==> config.mk <==
export PLATFORM = sky130hd
export DESIGN_NAME = vault_port_arbiter
export DESIGN_NICKNAME = d
export VERILOG_FILES = /design/src/rtl/vault_port_arbiter.sv
export SDC_FILE = /design/constraint.sdc
export NUM_CORES = 1
export LEC_CHECK = 0
export ABC_CLOCK_PERIOD_IN_PS = 2000
export CAP_MARGIN = 25
export CORE_MARGIN = 5
export CORE_UTILIZATION = 61
export DETAILED_ROUTE_END_ITERATION = 16
export DONT_BUFFER_PORTS = 1
export GPL_TIMING_DRIVEN = 0
export PLACE_DENSITY = 0.79
export SYNTH_ARGS = -nofsm -noshare
export SYNTH_HDL_FRONTEND = slang
export SYNTH_SLANG_ARGS = --single-unit
export TNS_END_PERCENT = 100
==> constraint.sdc <==
create_clock -name clk -period 2 [get_ports clk]
set_input_delay 0.4 -clock clk [delete_from_list [all_inputs] [get_ports clk]]
set_output_delay 0.4 -clock clk [all_outputs]
set_load 0.01 [all_outputs]
==> src/rtl/vault_port_arbiter.sv <==
// Round-robin front end for the BitVault register file: NREQ requesters share its single
// write/read port, with one transaction in flight from accept through completion.
module vault_port_arbiter #(
  parameter int NREQ = 2,
  parameter int AW   = 2,
  parameter int DW   = 8
) (
  input  logic               clk,
  input  logic               rst_n,
  input  logic [NREQ-1:0]    req_valid,
  output logic [NREQ-1:0]    req_ready,
  input  logic [NREQ-1:0]    req_we,
  input  logic [NREQ*AW-1:0] req_addr,
  input  logic [NREQ*DW-1:0] req_wdata,
  output logic [NREQ-1:0]    rsp_valid,
  input  logic [NREQ-1:0]    rsp_ready,
  output logic [DW-1:0]      rsp_rdata,
  output logic [1:0]         grant_id,
  output logic               busy,
  output logic               vault_we,
  output logic [AW-1:0]      vault_waddr,
  output logic [DW-1:0]      vault_wdata,
  output logic [AW-1:0]      vault_raddr,
  input  logic [DW-1:0]      vault_rdata
);

  localparam logic [1:0] IDLE    = 2'd0;
  localparam logic [1:0] ISSUE   = 2'd1;
  localparam logic [1:0] CAPTURE = 2'd2;
  localparam logic [1:0] RESP    = 2'd3;

  logic [1:0]    state;
  logic [1:0]    last_grant;
  logic          win_found;
  logic [1:0]    win_id;
  logic          sel_we;
  logic [AW-1:0] sel_addr;
  logic [DW-1:0] sel_wdata;
  logic          owner_ready;
  logic          we_q;
  logic [AW-1:0] addr_q;
  logic [DW-1:0] wdata_q;

  // Priority scan starts just past the previous winner and wraps around.
  always_comb begin
    win_found = 1'b0;
    win_id    = '0;
    for (int k = 1; k <= NREQ; k++) begin
      for (int i = 0; i < NREQ; i++) begin
        if (!win_found && req_valid[i] && (((int'(last_grant) + k) % NREQ) == i)) begin
          win_found = 1'b1;
          win_id    = 2'(i);
        end
      end
    end
  end

  always_comb begin
    sel_we      = 1'b0;
    sel_addr    = '0;
    sel_wdata   = '0;
    req_ready   = '0;
    rsp_valid   = '0;
    owner_ready = 1'b0;
    for (int i = 0; i < NREQ; i++) begin
      if (win_id == 2'(i)) begin
        sel_we       = req_we[i];
        sel_addr     = req_addr[i*AW +: AW];
        sel_wdata    = req_wdata[i*DW +: DW];
        req_ready[i] = rst_n && (state == IDLE) && win_found;
      end
      if (grant_id == 2'(i)) begin
        rsp_valid[i] = (state == RESP);
        owner_ready  = rsp_ready[i];
      end
    end
  end

  always_ff @(posedge clk or negedge rst_n) begin
    if (!rst_n) begin
      state      <= IDLE;
      last_grant <= 2'(NREQ - 1);
      grant_id   <= '0;
      rsp_rdata  <= '0;
    end else begin
      case (state)
        IDLE: begin
          if (win_found) begin
            last_grant <= win_id;
            grant_id   <= win_id;
            state      <= ISSUE;
          end
        end
        ISSUE:   state <= CAPTURE;
        CAPTURE: begin
          rsp_rdata <= we_q ? '0 : vault_rdata;
          state     <= RESP;
        end
        RESP: begin
          if (owner_ready) state <= IDLE;
        end
        default: state <= IDLE;
      endcase
    end
  end

  // Transaction fields are only observed outside IDLE, so they need no reset.
  always_ff @(posedge clk) begin
    if (state == IDLE && win_found) begin
      we_q    <= sel_we;
      addr_q  <= sel_addr;
      wdata_q <= sel_wdata;
    end
  end

  assign busy        = (state != IDLE);
  assign vault_we    = (state == ISSUE) && we_q;
  assign vault_waddr = (state == ISSUE) ? addr_q : '0;
  assign vault_wdata = (state == ISSUE) ? wdata_q : '0;
  assign vault_raddr = (state == ISSUE || state == CAPTURE) ? addr_q : '0;

endmodule

==> impl_metrics.env, run 1 <==
export IMPL_status="finished, final reports clean"
export IMPL_slowest_stage="dfrtp_1"
export IMPL_routed_wl_um=2480
export IMPL_seq_area_frac_synth=0.512
export IMPL_ys_warn_count=0
export IMPL_pwr_share_seq=0.469
export IMPL_worst_ir_drop_vdd_mv=0.742
export IMPL_post_synth_top_count_cell="and2_1"
export IMPL_cts_inserted_buffers=3
export IMPL_maxSlewHeadroom=0.628
export IMPL_swShare=0.389
export IMPL_drv_cap=0
export IMPL_synth_flop_cell="edfxtp_1"
export IMPL_syn_area_um2=1230
export IMPL_yosysTopAreaCellShare=0.268
export IMPL_cts_root_buf="clkbuf_4"
export IMPL_worstPathMaxFanout=8
export IMPL_place_gp_congestion=0.681
export IMPL_path_buf_inv=1
export IMPL_ctsLongestPathBuffers=2
export IMPL_yosys_top_cells_count="and2_1 (14), inv_1 (12), dfrtp_1 (11), edfxtp_1 (11), o21ai_0 (9)"
export IMPL_drt_iter0_markers=10
export IMPL_place_ws_ns=-0.140
export IMPL_path_class="flop to output port"
export IMPL_grt_ovfl_total=0
export IMPL_worstPathCellList="inv_1, ha_2, o21a_4, nand2_1, nor2_1"
export IMPL_cts_tree="built"
export IMPL_final_hold_violation_count=0
export IMPL_holdWs_ns=0.142
export IMPL_max_stage_delay_ns=0.44
export IMPL_num_vias=752
export IMPL_end_kind="output port"
export IMPL_p_switching_w=0.000686
export IMPL_placement_io_buffers=0
export IMPL_reg2reg_from="state[0]"
export IMPL_viasPerCell=5.53
export IMPL_cts_sinks=23
export IMPL_crit_path_start_kind="flop"
export IMPL_setup_tns_ns=0
export IMPL_max_freq_mhz=522
export IMPL_ys_ff_latch=23
export IMPL_ant_nets=0
export IMPL_area_growth_pct=6.90
export IMPL_grt_use_total=0.167
export IMPL_core_um2=1940
export IMPL_clk_pin_slew_ns=0.12
export IMPL_yosysTopAreaCell="edfxtp_1"
export IMPL_ys_types=26
export IMPL_intPower_w=0.00108
export IMPL_ioPinCount=64
export IMPL_whs_path_depth=1
export IMPL_fin_util=0.679
export IMPL_placementRows=16
export IMPL_hold_class="primary input to flop"
export IMPL_synthCells=104
export IMPL_die_area_um2=3020
export IMPL_start_util=0.635
export IMPL_drc=0
export IMPL_whs_endpoint="last_grant[0]"
export IMPL_avgSynthCellArea_um2=11.9
export IMPL_drive_gt1_frac=0.239
export IMPL_p_leak_nw=0.553
export IMPL_nets=150
export IMPL_die_y_um=55.0
export IMPL_synth_nets=144
export IMPL_grt_max_degree=13
export IMPL_setup_slack_ns=0.0838
export IMPL_power_frac_comb=0.411
export IMPL_rrSetupSlack_ns=0.53
export IMPL_min_period_ns=1.92
export IMPL_setup_viol_count_final=0
export IMPL_reg2reg_depth=4
export IMPL_dieWidth_um=55.0
export IMPL_fin_skew_ns=0.00629
export IMPL_totalPowerFinal_w=0.00176
export IMPL_first_global_vias=826
export IMPL_worst_pin_slew_ns=0.556
export IMPL_routedWlPerCell_um=18.3
export IMPL_antenna_found_initial=0
export IMPL_crit_required_ns=1.60
export IMPL_holdCritStartpoint="req_valid[0]"
export IMPL_ctsHtreeMaxLevel=1
export IMPL_finalMaxSlewViolations=0
export IMPL_rsz0062_at_grt="no"
export IMPL_antenna_cells=0
export IMPL_synth_edf_count=11
export IMPL_firstDrtPassIters=4
export IMPL_clk_latency_ns=0.31
export IMPL_period_share=0.958
export IMPL_dpl_hpwl_um=1880
export IMPL_grt_pass1_wl_um=3480
export IMPL_synthArstFlopShare=0.522
export IMPL_arrival_ns=1.52
export IMPL_synth_area_leaders="edfxtp_1 (27%), dfrtp_1 (22%), mux2_4 (8.5%), and2_1 (7.1%), nand3b_1 (4.9%)"
export IMPL_crit_family="flip-flops"
export IMPL_timing_rr_end="we_q"
export IMPL_pwr_density_cell_nw_per_um2=1340
export IMPL_clkPwrFrac=0.119
[layout make-up]
type / instances / area (um2)
inverter: 12 / 45.0
fill: 150 / 623
sequential: 23 / 632
buffer: 5 / 41.3
multi-input combinational: 63 / 523
timing repair buffer: 2 / 17.5
clock buffer: 4 / 26.3
tap: 27 / 33.8
[state kept, by name, indices dropped and copies added, names as in the netlist]
signal      count
rsp_rdata       8
last_grant      1
state           2
grant_id        1
we_q            1
addr_q          2
wdata_q         8
[layer usage]
layer  global-route usage  vias to the layer above  part of all wire
met5                    0                        -                 0
met4               0.0729                        0            0.0068
met3               0.0536                        2              0.10
met2                0.305                       43              0.51
met1                0.173                      351              0.38
li1                     -                      356                 -
[timing repair]
item / CTS / global route
pin swaps: 0 / 0
resized for setup: 3 / 2
setup endpoints to repair: 1 / 10
hold buffers: 1 / 0
buffers inserted: 1 / 0
endpoints found under the hold margin: 12 / 0
[cells in the final DEF, fill, tap and decap left out, drive strengths merged, types with 3 or more instances in the layout]
cell | netlist | final
mux2 | 12 | 12
ha | 4 | 4
clkbuf | 3 | 6
o21ai | 9 | 9
buf | 3 | 4
inv | 12 | 12
dfrtp | 11 | 11
and2 | 14 | 14
edfxtp | 11 | 11
nand2 | 3 | 3
nor2 | 3 | 3
nand3b | 8 | 8
[worst max path at each step]
stage,start,end,cells past startpoint
floorplan,state[0],req_ready[0],6
global placement,state[0],req_ready[0],6
detailed placement,state[0],req_ready[0],6
CTS,state[1],vault_wdata[3],4
global route,state[0],req_ready[0],5
finish,state[0],req_ready[0],5
[power groups by stage]
stage	Combinational, W	Clock (W)	Sequential (W)
floorplan	0.000565	0	0.000807
global placement	0.000655	0	0.000827
detailed placement	0.000691	0	0.000840
CTS	0.000735	0.000220	0.000828
global route	0.000807	0.000234	0.000848
finish	0.000725	0.000210	0.000827
[cell families (layout without fill, tap and decap cells)]
kind of cell / count (synthesis) / count (layout) / share of synthesized area
DFF: 23 / 23 / 0.512
buffers and inverters: 18 / 23 / 0.0720
muxes: 13 / 13 / 0.139
and+or+nand+nor: 30 / 30 / 0.149
adders and majority gates: 4 / 4 / 0.0406
other: 1 / 1 / 0.00304
AOI/OAI and AO/OA: 15 / 15 / 0.0842
[worst register-to-register path: stages (launching register included)]
cell     delay [ns]
dfrtp_1        0.44
inv_1          0.10
ha_2           0.28
o21a_4         0.16
buf_4          0.19
[per-stage QoR]
step	area (um2)	instances
2_1_floorplan	1230	104
3_3_place_gp	1270	131
3_5_place_dp	1270	131
4_1_cts	1320	136
5_1_grt	1320	136
6_report	1320	136
Power figures use the tool's default switching activity.
==> inputs of run 2 (changes only) <==
--- a/config.mk
+++ b/config.mk
@@ -5,13 +5,12 @@
 export SDC_FILE = /design/constraint.sdc
 export NUM_CORES = 1
 export LEC_CHECK = 0
-export ABC_CLOCK_PERIOD_IN_PS = 2000
 export CAP_MARGIN = 25
-export CORE_MARGIN = 5
 export CORE_UTILIZATION = 61
 export DETAILED_ROUTE_END_ITERATION = 16
 export DONT_BUFFER_PORTS = 1
 export GPL_TIMING_DRIVEN = 0
+export MAX_ROUTING_LAYER = met4
 export PLACE_DENSITY = 0.79
 export SYNTH_ARGS = -nofsm -noshare
 export SYNTH_HDL_FRONTEND = slang
==> run 2 against run 1 <==
Design area shrank 0.57%. Clock power shrank 2%. Non-clock buffer count shrank 1. Via count grew 1.5%. Setup slack gained 0.0048 ns. Utilization grew 4.9 points. Total power shrank 1.2%. Global-route usage grew 4.8 points. Register-to-register slack is essentially flat. Highest routed layer unchanged.
==> impl_metrics.env, run 2 (synthesized netlist as in run 1, its figures left out) <==
export IMPL_worst_pin_slew_ns=0.528
export IMPL_antenna_found_initial=0
export IMPL_num_vias=763
export IMPL_cts_inserted_buffers=3
export IMPL_ioPinCount=64
export IMPL_final_hold_violation_count=0
export IMPL_met3_usage=0.0231
export IMPL_die_y_um=47.0
export IMPL_firstDrtPassIters=4
export IMPL_worst_ir_drop_vdd_mv=0.786
export IMPL_min_period_ns=1.91
export IMPL_maxSlewHeadroom=0.647
export IMPL_clk_latency_ns=0.30
export IMPL_cts_tree="built"
export IMPL_pwr_density_cell_nw_per_um2=1330
export IMPL_cts_sinks=23
export IMPL_die_area_um2=2210
export IMPL_ant_nets=0
export IMPL_place_gp_congestion=0.736
export IMPL_setup_viol_count_final=0
export IMPL_drt_iter0_markers=10
export IMPL_dpl_hpwl_um=1720
export IMPL_crit_required_ns=1.60
export IMPL_ctsLongestPathBuffers=2
export IMPL_hold_class="primary input to flop"
export IMPL_p_leak_nw=0.549
export IMPL_max_freq_mhz=523
export IMPL_ctsHtreeMaxLevel=1
export IMPL_drc=0
export IMPL_viasPerCell=5.74
export IMPL_clk_pin_slew_ns=0.12
export IMPL_antenna_cells=0
export IMPL_top_regs="rsp_rdata x8, wdata_q x8"
export IMPL_final_common_cell="and2_1"
export IMPL_start_util=0.685
export IMPL_path_class="flop to output port"
export IMPL_period_share=0.956
export IMPL_grt_pass1_wl_um=3100
export IMPL_drive_gt1_frac=0.231
export IMPL_grt_use_total=0.215
export IMPL_arrival_ns=1.51
export IMPL_status="finished, final reports clean"
export IMPL_routedWlPerCell_um=16.8
export IMPL_core_um2=1800
export IMPL_placement_io_buffers=0
export IMPL_nets=149
export IMPL_end_kind="output port"
export IMPL_area_growth_pct=6.29
export IMPL_crit_path_start_kind="flop"
export IMPL_worstPathMaxFanout=8
export IMPL_gr_usage_met1=0.258
export IMPL_fillCellCount=143
export IMPL_grt_use_met2=0.378
export IMPL_rsz0062_at_grt="no"
export IMPL_most_common_layout_cells="and2_1 (14), inv_1 (12), edfxtp_1 (11), dfrtp_1 (11), o21ai_0 (9)"
export IMPL_final_cells=133
export IMPL_first_global_vias=735
export IMPL_grt_max_degree=13
export IMPL_routed_wl_um=2230
export IMPL_finalMaxSlewViolations=0
export IMPL_setup_tns_ns=0
export IMPL_dieWidth_um=47.0
export IMPL_whs_path_depth=1
export IMPL_grt_ovfl_total=0
export IMPL_top_usage_layer="met2"
export IMPL_fin_skew_ns=0.00853
export IMPL_reg2reg_depth=4
export IMPL_cts_root_buf="clkbuf_4"
export IMPL_drv_cap=0
export IMPL_dp_cells=129
export IMPL_placementRows=15
## run 2: cell types whose count changed in the layout (fill, tap and decap cells not counted)
cell      before  now
clkbuf_2       1    0
## run 2: layer usage
layer	part of all wire	up-vias	wire length (um)
met4	0.0027	0	6
met2	0.52	35	1160
met3	0.046	2	102
met5	0	-	0
met1	0.43	371	959
li1	-	355	-
## run 2: path summary, 6_finish.rpt
| path | from | endpoint | slack [ns] |
|---|---|---|---|
| max | state[0] | req_ready[0] | 0.09 |
| min | req_valid[0] | last_grant[0] | 0.15 |
| max reg2reg | state[0] | wdata_q[0] | 0.53 |
| min reg2reg | last_grant[0] | last_grant[0] | 0.55 |
| max in group asynchronous | rst_n | last_grant[0] | 1.14 |
| min in group asynchronous | rst_n | grant_id[0] | 0.50 |
## run 2: worst max-delay path, stage by stage, from the launching register on
cell	delay, ns
dfrtp_1	0.44
inv_1	0.10
ha_2	0.28
o21a_4	0.17
nand2_1	0.05
nor2_1	0.18
## run 2: timing repair
item                                    4_1_cts  5_1_grt
setup buffers                                 1        0
endpoints found under the setup margin        1       10
hold buffers                                  1        0
resized for setup                             3        0
endpoints found under the hold margin        12        0
## run 2: stage by stage
step           worst slack (ns)  utilization  hold slack (ns)  instance area, um2  power (W)
3_5_place_dp             -0.176        0.702            0.105                1260    0.00153
6_report                 0.0886        0.728            0.151                1310    0.00174
5_1_grt                  0.0159        0.728            0.133                1310    0.00187
2_1_floorplan             0.106            -            0.104                1230    0.00137
4_1_cts                  0.0629        0.730            0.141                1320    0.00176
3_3_place_gp             -0.108        0.702            0.105                1260    0.00148
## run 2: layout make-up
cell class,count,area [um2],area share
clock buffers,4,26.3,0.0200
plain buffers,4,36.3,0.0277
repair buffers,2,17.5,0.0134
well taps,25,31.3,0.0239
multi-input cells,63,523,0.399
inverters,12,45.0,0.0344
flip-flops and latches,23,632,0.482
## run 2: power breakdown
part	internal [W]	total, W	switching (W)	leakage [nW]
clock network	0.0000776	0.000206	0.000129	0.0150
registers	0.000687	0.000827	0.000141	0.253
logic	0.000308	0.000707	0.000398	0.280
